===== config.mk =====
export PLATFORM = sky130hd
export DESIGN_NAME = vga_fb_arbiter
export DESIGN_NICKNAME = d
export VERILOG_FILES = /design/src/rtl/vga_fb_arbiter.sv
export SDC_FILE = /design/constraint.sdc
export NUM_CORES = 1
export LEC_CHECK = 0
export ABC_AREA = 0
export CAP_MARGIN = 20
export CORE_ASPECT_RATIO = 0.6
export CORE_MARGIN = 2
export CORE_UTILIZATION = 41
export CTS_CLUSTER_SIZE = 20
export DETAILED_ROUTE_END_ITERATION = 8
export PLACE_DENSITY = 0.85
export SETUP_SLACK_MARGIN = 0.1
export SLEW_MARGIN = 10
export SYNTH_ARGS = -nofsm -noshare
export SYNTH_HDL_FRONTEND = slang
export SYNTH_SLANG_ARGS = --single-unit

===== constraint.sdc =====
create_clock -name clk -period 4.8 [get_ports clk]
set_clock_uncertainty 0.1 [all_clocks]
set_input_delay 0.48 -clock clk [delete_from_list [all_inputs] [get_ports clk]]
set_output_delay 0.48 -clock clk [all_outputs]
set_load 0.03 [all_outputs]

===== src/rtl/vga_fb_arbiter.sv =====
// Single-port framebuffer RAM arbiter: display scan-out, clear engine and pixel writer
// share one RAM port under fixed priority display > clear > writer.
module vga_fb_arbiter #(
  parameter int ADDR_W = 16,
  parameter int DATA_W = 24
) (
  input  logic              clk,
  input  logic              resetn,
  input  logic              disp_req,
  input  logic [ADDR_W-1:0] disp_addr,
  output logic              disp_rvalid,
  output logic [DATA_W-1:0] disp_rdata,
  input  logic              in_blank,
  input  logic              vblank_only,
  input  logic              wr_valid,
  output logic              wr_ready,
  input  logic [ADDR_W-1:0] wr_addr,
  input  logic [DATA_W-1:0] wr_data,
  input  logic              clear_start,
  input  logic [DATA_W-1:0] clear_color,
  output logic              clear_busy,
  output logic              clear_done,
  output logic [ADDR_W-1:0] mem_addr,
  output logic              mem_we,
  output logic [DATA_W-1:0] mem_wdata,
  input  logic [DATA_W-1:0] mem_rdata
);

  typedef enum logic {
    IDLE  = 1'b0,
    CLEAR = 1'b1
  } state_t;

  // The last framebuffer location; the clear engine stops after writing it.
  localparam logic [ADDR_W-1:0] LAST_ADDR = '1;

  state_t            r_state;
  state_t            w_stateNext;
  logic [ADDR_W-1:0] r_clrCnt;
  logic [ADDR_W-1:0] w_clrCntNext;
  logic [DATA_W-1:0] r_clrColor;
  logic [DATA_W-1:0] w_clrColorNext;
  logic              w_doneNext;
  logic              w_clrGnt;
  logic              w_wrGnt;
  logic [1:0]        r_rdPipe;

  // The clear engine only gets the port in cycles the display leaves free.
  assign w_clrGnt   = (r_state == CLEAR) & ~disp_req;
  assign wr_ready   = (r_state == IDLE) & ~disp_req & (~vblank_only | in_blank);
  assign w_wrGnt    = wr_valid & wr_ready;
  assign clear_busy = (r_state == CLEAR);

  // Next-state logic: start a fill from IDLE, step the counter on each granted clear write.
  always_comb begin
    w_stateNext    = r_state;
    w_clrCntNext   = r_clrCnt;
    w_clrColorNext = r_clrColor;
    w_doneNext     = 1'b0;
    case (r_state)
      IDLE: begin
        if (clear_start) begin
          w_stateNext    = CLEAR;
          w_clrCntNext   = '0;
          w_clrColorNext = clear_color;
        end
      end
      CLEAR: begin
        if (w_clrGnt) begin
          if (r_clrCnt == LAST_ADDR) begin
            w_stateNext = IDLE;
            w_doneNext  = 1'b1;
          end else begin
            w_clrCntNext = r_clrCnt + 1'b1;
          end
        end
      end
      default: w_stateNext = IDLE;
    endcase
  end

  // State, clear counter, latched color and the done pulse.
  always_ff @(posedge clk or negedge resetn) begin
    if (!resetn) begin
      r_state    <= IDLE;
      r_clrCnt   <= '0;
      r_clrColor <= '0;
      clear_done <= 1'b0;
    end else begin
      r_state    <= w_stateNext;
      r_clrCnt   <= w_clrCntNext;
      r_clrColor <= w_clrColorNext;
      clear_done <= w_doneNext;
    end
  end

  // Registered RAM port: the winner of this cycle drives the RAM next cycle.
  always_ff @(posedge clk or negedge resetn) begin
    if (!resetn) begin
      mem_addr  <= '0;
      mem_we    <= 1'b0;
      mem_wdata <= '0;
    end else if (disp_req) begin
      mem_addr <= disp_addr;
      mem_we   <= 1'b0;
    end else if (w_clrGnt) begin
      mem_addr  <= r_clrCnt;
      mem_we    <= 1'b1;
      mem_wdata <= r_clrColor;
    end else if (w_wrGnt) begin
      mem_addr  <= wr_addr;
      mem_we    <= 1'b1;
      mem_wdata <= wr_data;
    end else begin
      mem_we <= 1'b0;
    end
  end

  // Display read return: address register plus RAM latency, then capture the pixel.
  always_ff @(posedge clk or negedge resetn) begin
    if (!resetn) begin
      r_rdPipe    <= '0;
      disp_rvalid <= 1'b0;
      disp_rdata  <= '0;
    end else begin
      r_rdPipe    <= {r_rdPipe[0], disp_req};
      disp_rvalid <= r_rdPipe[1];
      if (r_rdPipe[1]) begin
        disp_rdata <= mem_rdata;
      end
    end
  end

endmodule


==> results of run 1 <==
[area by class of cell]
| type | count | area share |
|---|---|---|
| Tap cell | 160 | 0.0281 |
| Clock buffer | 10 | 0.0322 |
| Clock inverter | 5 | 0.00598 |
| Sequential cell | 110 | 0.387 |
| Timing Repair Buffer | 187 | 0.266 |
| Inverter | 7 | 0.00369 |
| Multi-Input combinational cell | 336 | 0.278 |
[kinds of logic after synthesis]
logic type | Yosys count
buf+inv | 37
xor+xnor | 2
simple gates | 181
mux | 66
compound gates | 86
flops | 110
fa+ha+maj | 1
[cell usage in the layout (no fill, tap or decap), drive strengths merged, types with 3 or more instances in the layout]
cell / synthesis / final
clkdlybuf4s50: 0 / 178
nand2: 135 / 135
dfrtp: 110 / 110
o21ai: 46 / 46
mux2i: 42 / 42
a21oi: 28 / 28
mux2: 24 / 24
nor2: 17 / 17
clkbuf: 24 / 10
inv: 7 / 9
buf: 6 / 9
nand4: 7 / 7
nand3: 6 / 6
a211oi: 3 / 3
and2: 3 / 3
[power groups by stage]
stage	combinational, W	clock [W]	sequential [W]
after floorplan	0.000183	0	0.00127
after global routing	0.000646	0.000746	0.00116
final	0.000596	0.000691	0.00114
after CTS	0.000601	0.000712	0.00115
after detailed placement	0.000597	0	0.00116
after global placement	0.000581	0	0.00115
[state kept, by name, indices dropped and copies added, names as in the netlist]
register / cells
r_clrColor: 24
mem_we: 1
disp_rdata: 24
clear_done: 1
mem_wdata: 24
disp_rvalid: 1
r_rdPipe: 2
mem_addr: 16
clear_busy: 1
r_clrCnt: 16
[Yosys cell counts (2+ instances only)]
| cell type | instances | share of area |
|---|---|---|
| nand2_1 | 135 | 0.10 |
| dfrtp_1 | 110 | 0.57 |
| o21ai_0 | 46 | 0.047 |
| mux2i_1 | 42 | 0.087 |
| a21oi_1 | 28 | 0.029 |
| clkbuf_1 | 24 | 0.019 |
| mux2_2 | 24 | 0.056 |
| nor2_1 | 17 | 0.013 |
| inv_1 | 7 | 0.0054 |
| nand4_1 | 7 | 0.0090 |
| nand3_1 | 6 | 0.0062 |
| a211oi_1 | 3 | 0.0046 |
| buf_1 | 3 | 0.0023 |
| and2_1 | 2 | 0.0026 |
| and4_1 | 2 | 0.0036 |
| buf_2 | 2 | 0.0021 |
| nor2b_1 | 2 | 0.0026 |
| nor3_1 | 2 | 0.0021 |
| o41ai_1 | 2 | 0.0036 |
| or3_1 | 2 | 0.0026 |
| xnor2_1 | 2 | 0.0036 |
[worst min-delay path by stage]
stage | startpoint | to | cells past startpoint
after global placement | r_rdPipe[0]$_DFF_PN0_ | r_rdPipe[1]$_DFF_PN0_ | 0
after floorplan | resetn | clear_busy$_DFF_PN0_ | 0
after global routing | resetn | mem_wdata[19]$_DFFE_PN0P_ | 1
after detailed placement | r_rdPipe[0]$_DFF_PN0_ | r_rdPipe[1]$_DFF_PN0_ | 0
final | resetn | mem_wdata[19]$_DFFE_PN0P_ | 1
after CTS | resetn | mem_wdata[19]$_DFFE_PN0P_ | 1
[per-stage QoR]
step,cells,instance area [sq um]
global route,815,7120
detailed placement,797,6780
finish,815,7120
CTS,812,7050
global placement,797,6780
floorplan,483,4850
[per-layer routing]
layer	track usage	wire, um	vias to the layer above
met1	0.256	5640	1916
met2	0.327	5580	136
met4	0.0477	136	0
met5	0	0	-
li1	-	-	1978
met3	0.0476	874	13
[critical path: cells and delay by family]
family	cells	cell delay [ns]
buffers and inverters	3	1.45
AOI/OAI and AO/OA	1	0.58
==> run summary, run 1 <==
Outcome - finished, final reports clean
#FFs+latches synth - 110
Clk pwr share - 0.284
Tot Pwr - 0.00243 W
Layout cells sized above 1 - 0.0809
Die Area - 12700 sq um
Setup bufs post-CTS - 0
Place WS - 1.68 ns
FF+latch area - 2750 sq um
Layout overhead on the synthesized area - 46.7%
Post-route setup slack - 1.68 ns
IO Count - 180
Die height - 88.3 um
Fin util - 0.624
Share of the yosys chip area belonging to registers - 0.567
Num CTS Buffers - 9
CP Launch Point - disp_req
CTS H-Tree Depth - 3
HPWL after DPL - 8860 um
Fraction of the mapped netlist area in simple logic gates - 0.156
Vias - 4043
DRC viols - 0
Syn_area_per_cell - 10.0 sq um
Largest net degree at the start of global routing - 76
NumNets Final - 763
CTS tree - done
Most frequent CP cell - clkdlybuf4s50_1
Max_slew headroom - 0.374
Fin crit share - 0.649
Worst setup EP type - output port
# clock sinks - 110
Number of global-route vias before repair - 4145
Area of the multi-input gates - 1980 sq um
Fin. max-slew vios - 0
Largest family of logic cells by synthesized area - simple AND/OR/NAND/NOR gates
Via-to-Cell Ratio - 4.96
Core area - 11400 sq um
Leakage - 3.14 nW
Post-Syn Nets - 595
Worst-Margin Slew - 0.938 ns
Reg2reg setup slack - 2.19 ns
Arr. time, crit path - 2.54 ns
Worst R2R Start - r_clrCnt[0]$_DFFE_PN0P_
CP max-delay cell - clkdlybuf4s50_1
First-pass GRT wire length - 19400 um
RSZ-0062 raised after global routing - no
Max-Cap Viols - 0
Post-CTS Hold Buffers - 0
Ys async rst share - 1.00
Global Route Usage Sum - 0.194
CP max FO - 38
Post-layout min period - 3.12 ns
Mux contribution to synthesized area - 0.142
CP Capture Point - wr_ready
Complex-gate fraction of the synthesized area - 0.0970
Setup Viol. Count Final - 0
Crit Path Category - primary input to output port
Post-cts resize count - 0
Worst reg2reg endpoint - r_clrCnt[10]$_DFFE_PN0P_
Post-Syn Instances - 483
Xor/xnor cell area share of the yosys netlist - 0.00361
Worst-path clk slew - 0.07 ns
Post-synthesis cell type count - 36
Worst IR Drop VDD - 203 uV
Sw Share - 0.304
Die width - 144 um
Power Density - 342 nW/um^2
Final GP Congestion - 0.834
Combinational Power Share - 0.245
Share of total power in sequential cells - 0.471
Final ANT Viol Nets - 0
Diodes inserted - 0
Setup TNS - 0 ns
Worst skew pair latency - 0.34 ns
CP Launch Type - primary input
Crit path cell chain - clkdlybuf4s50_1 > buf_4 > a211oi_1 > clkdlybuf4s50_1
PortBufs - 179
Fillers - 948
Fmax - 321 MHz
Hold WS - 0.179 ns
Number of synthesized flops with an enable pin - 0
Initial antenna violation count - 0
R2R depth - 6
Synth warnings - 0
Drt first pass iters - 6
Max stage delay on crit path - 0.81 ns
Adder-cell share of the synthesized area - 0.00258
HP Class - primary input to async pin
Total routed wirelength - 12200 um
WL per Instance - 15.0 um
Root buf cell - clkbuf_16
Global-route congestion overflow total - 0
Int Power - 0.00169 W
Initial core utilization - 0.425
Hold Vio Cnt, Final - 0
Mapped Area - 4850 sq um
Net switching power - 0.000739 W
Iter 0 DRT Violations - 124
WP data required - 4.22 ns
Post-synth top flop - dfrtp_1
Num rows - 30
Clock Path Buffers - 2
(Power assumes the default switching activity.)
==> run 2: changes to the inputs <==
Clock period 4.8 ns to 3.1 ns, I/O delays scaled along.
==> run 2 against run 1 <==
  * Die area stayed put
  * Highest routed layer unchanged
  * Global-route usage rose by 0.27 points
  * Cell area is 0.58% higher
  * Critical path depth grew 2
  * Sequential cell count did not move
  * Critical endpoint is now r_clrCnt[10]$_DFFE_PN0P_
  * Sequential power rose by 56%
  * Critical path type is now flop to flop
==> run summary, run 2 (synthesized netlist as in run 1, its figures left out) <==
Outcome - finished, final reports clean
Worst-path clk slew - 0.07 ns
Die Area - 12700 sq um
Fin. max-slew vios - 0
Largest net degree at the start of global routing - 58
Drt first pass iters - 5
CP Depth - 6
Global-route congestion overflow total - 0
DRC viols - 0
Commonest non-fill, non-tap cell in the layout - clkdlybuf4s50_1
NumNets Final - 767
Max_slew headroom - 0.329
RSZ-0062 raised after global routing - no
CP Launch Type - flop
Fin crit share - 0.832
Global Route Usage Sum - 0.196
Dominant delay contributor by cell family on the critical path - compound AO/OA/AOI/OAI gates
Post-layout min period - 2.58 ns
Hold Vio Cnt, Final - 0
Power Density - 543 nW/um^2
Buffer and inverter count on the worst path - 0
Leakage - 3.17 nW
Number of global-route vias before repair - 3978
R2R depth - 6
Worst-Margin Slew - 1.00 ns
Setup Viol. Count Final - 0
Diodes inserted - 0
Reg2reg setup slack - 0.52 ns
WL per Instance - 15.1 um
CP max-delay cell - or4_4
PortBufs - 179
Worst IR Drop VDD - 281 uV
Vias - 4118
Post-CTS Hold Buffers - 1
Layout cells sized above 1 - 0.0879
CTS H-Tree Depth - 3
Final GP Congestion - 0.862
Total routed wirelength - 12400 um
WP data required - 3.25 ns
Die width - 144 um
Iter 0 DRT Violations - 287
Worst reg2reg endpoint - r_clrCnt[10]$_DFFE_PN0P_
Final ANT Viol Nets - 0
Num CTS Buffers - 9
Setup TNS - 0 ns
Max-Cap Viols - 0
Tot Pwr - 0.00389 W
First-pass GRT wire length - 19400 um
Initial antenna violation count - 0
Fillers - 920
Fmax - 388 MHz
Worst R2R Start - r_clrCnt[0]$_DFFE_PN0P_
Worst skew pair latency - 0.34 ns
Final Non-Filler Cells - 820
CP max FO - 8
Arr. time, crit path - 2.73 ns
Root buf cell - clkbuf_16
Hold WS - 0.268 ns
HP Class - flop to flop
Num rows - 30
IO Count - 180
CTS tree - done
Crit path cell chain - ha_1 > nand4_1 > or4_4 > a21oi_1 > o21ai_0 > o31ai_1
Die height - 88.3 um
Placed cell count - 803
Crit Path Category - flop to flop
Layout overhead on the synthesized area - 47.5%
Top flop regs - disp_rdata: 24 flops, mem_wdata: 24 flops, r_clrColor: 24 flops
HPWL after DPL - 9240 um
CP Capture Point - r_clrCnt[10]$_DFFE_PN0P_
Initial core utilization - 0.425
Most frequent cells in the layout - clkdlybuf4s50_1 (177), nand2_1 (135), dfrtp_1 (110)
CP Launch Point - r_clrCnt[0]$_DFFE_PN0P_
Core area - 11400 sq um
Post-cts resize count - 0
Via-to-Cell Ratio - 5.02
# clock sinks - 110
Clock Path Buffers - 2
Max stage delay on crit path - 0.62 ns
Worst setup EP type - flop
Setup bufs post-CTS - 0
-- run 2: cell type report --
type | instances | area, sq um | area share
multi-input combinational | 336 | 1980 | 0.276
timing repair buffer | 191 | 1890 | 0.264
tap | 160 | 200 | 0.0280
clock inverter | 5 | 67.6 | 0.00944
sequential | 110 | 2750 | 0.385
inverter | 7 | 26.3 | 0.00367
clock buffer | 11 | 243 | 0.0339
-- run 2: power breakdown --
group / leakage (nW) / internal [W] / switching (W) / total [W]
registers: 1.35 / 0.00162 / 0.000162 / 0.00178
logic: 1.67 / 0.000454 / 0.000477 / 0.000931
clock network: 0.152 / 0.000659 / 0.000515 / 0.00117
-- run 2: worst reg2reg max path, cell delays in order, from the launching register on --
cell	delay, ns
dfrtp_1	0.41
ha_1	0.23
nand4_1	0.23
or4_4	0.62
a21oi_1	0.60
o21ai_0	0.20
o31ai_1	0.10
-- run 2: layer usage --
metal | wire [um] | vias to the layer above | track usage
met5 | 0 | - | 0
met2 | 5660 | 170 | 0.315
met1 | 5590 | 1950 | 0.269
li1 | - | 1987 | -
met4 | 82 | 0 | 0.0424
met3 | 1070 | 11 | 0.0595
-- run 2: worst min path at each step --
stage | from | end | slack, ns | depth (start not counted)
2_1_floorplan | resetn | clear_busy$_DFF_PN0_ | -0.09 | 0
3_3_place_gp | r_rdPipe[0]$_DFF_PN0_ | r_rdPipe[1]$_DFF_PN0_ | 0.23 | 0
3_5_place_dp | r_rdPipe[0]$_DFF_PN0_ | r_rdPipe[1]$_DFF_PN0_ | 0.25 | 0
4_1_cts | r_rdPipe[0]$_DFF_PN0_ | r_rdPipe[1]$_DFF_PN0_ | 0.27 | 0
5_1_grt | r_rdPipe[0]$_DFF_PN0_ | r_rdPipe[1]$_DFF_PN0_ | 0.28 | 0
6_report | r_rdPipe[0]$_DFF_PN0_ | r_rdPipe[1]$_DFF_PN0_ | 0.27 | 0
-- run 2: stage by stage --
step                      area, sq um  utilization  setup WS [ns]
final                            7160        0.627          0.520
after global routing             7160        0.627          0.304
after CTS                        7160        0.627          0.563
after detailed placement         6840        0.599          0.528
after global placement           6840        0.599          0.632
after floorplan                  4850            -          0.478
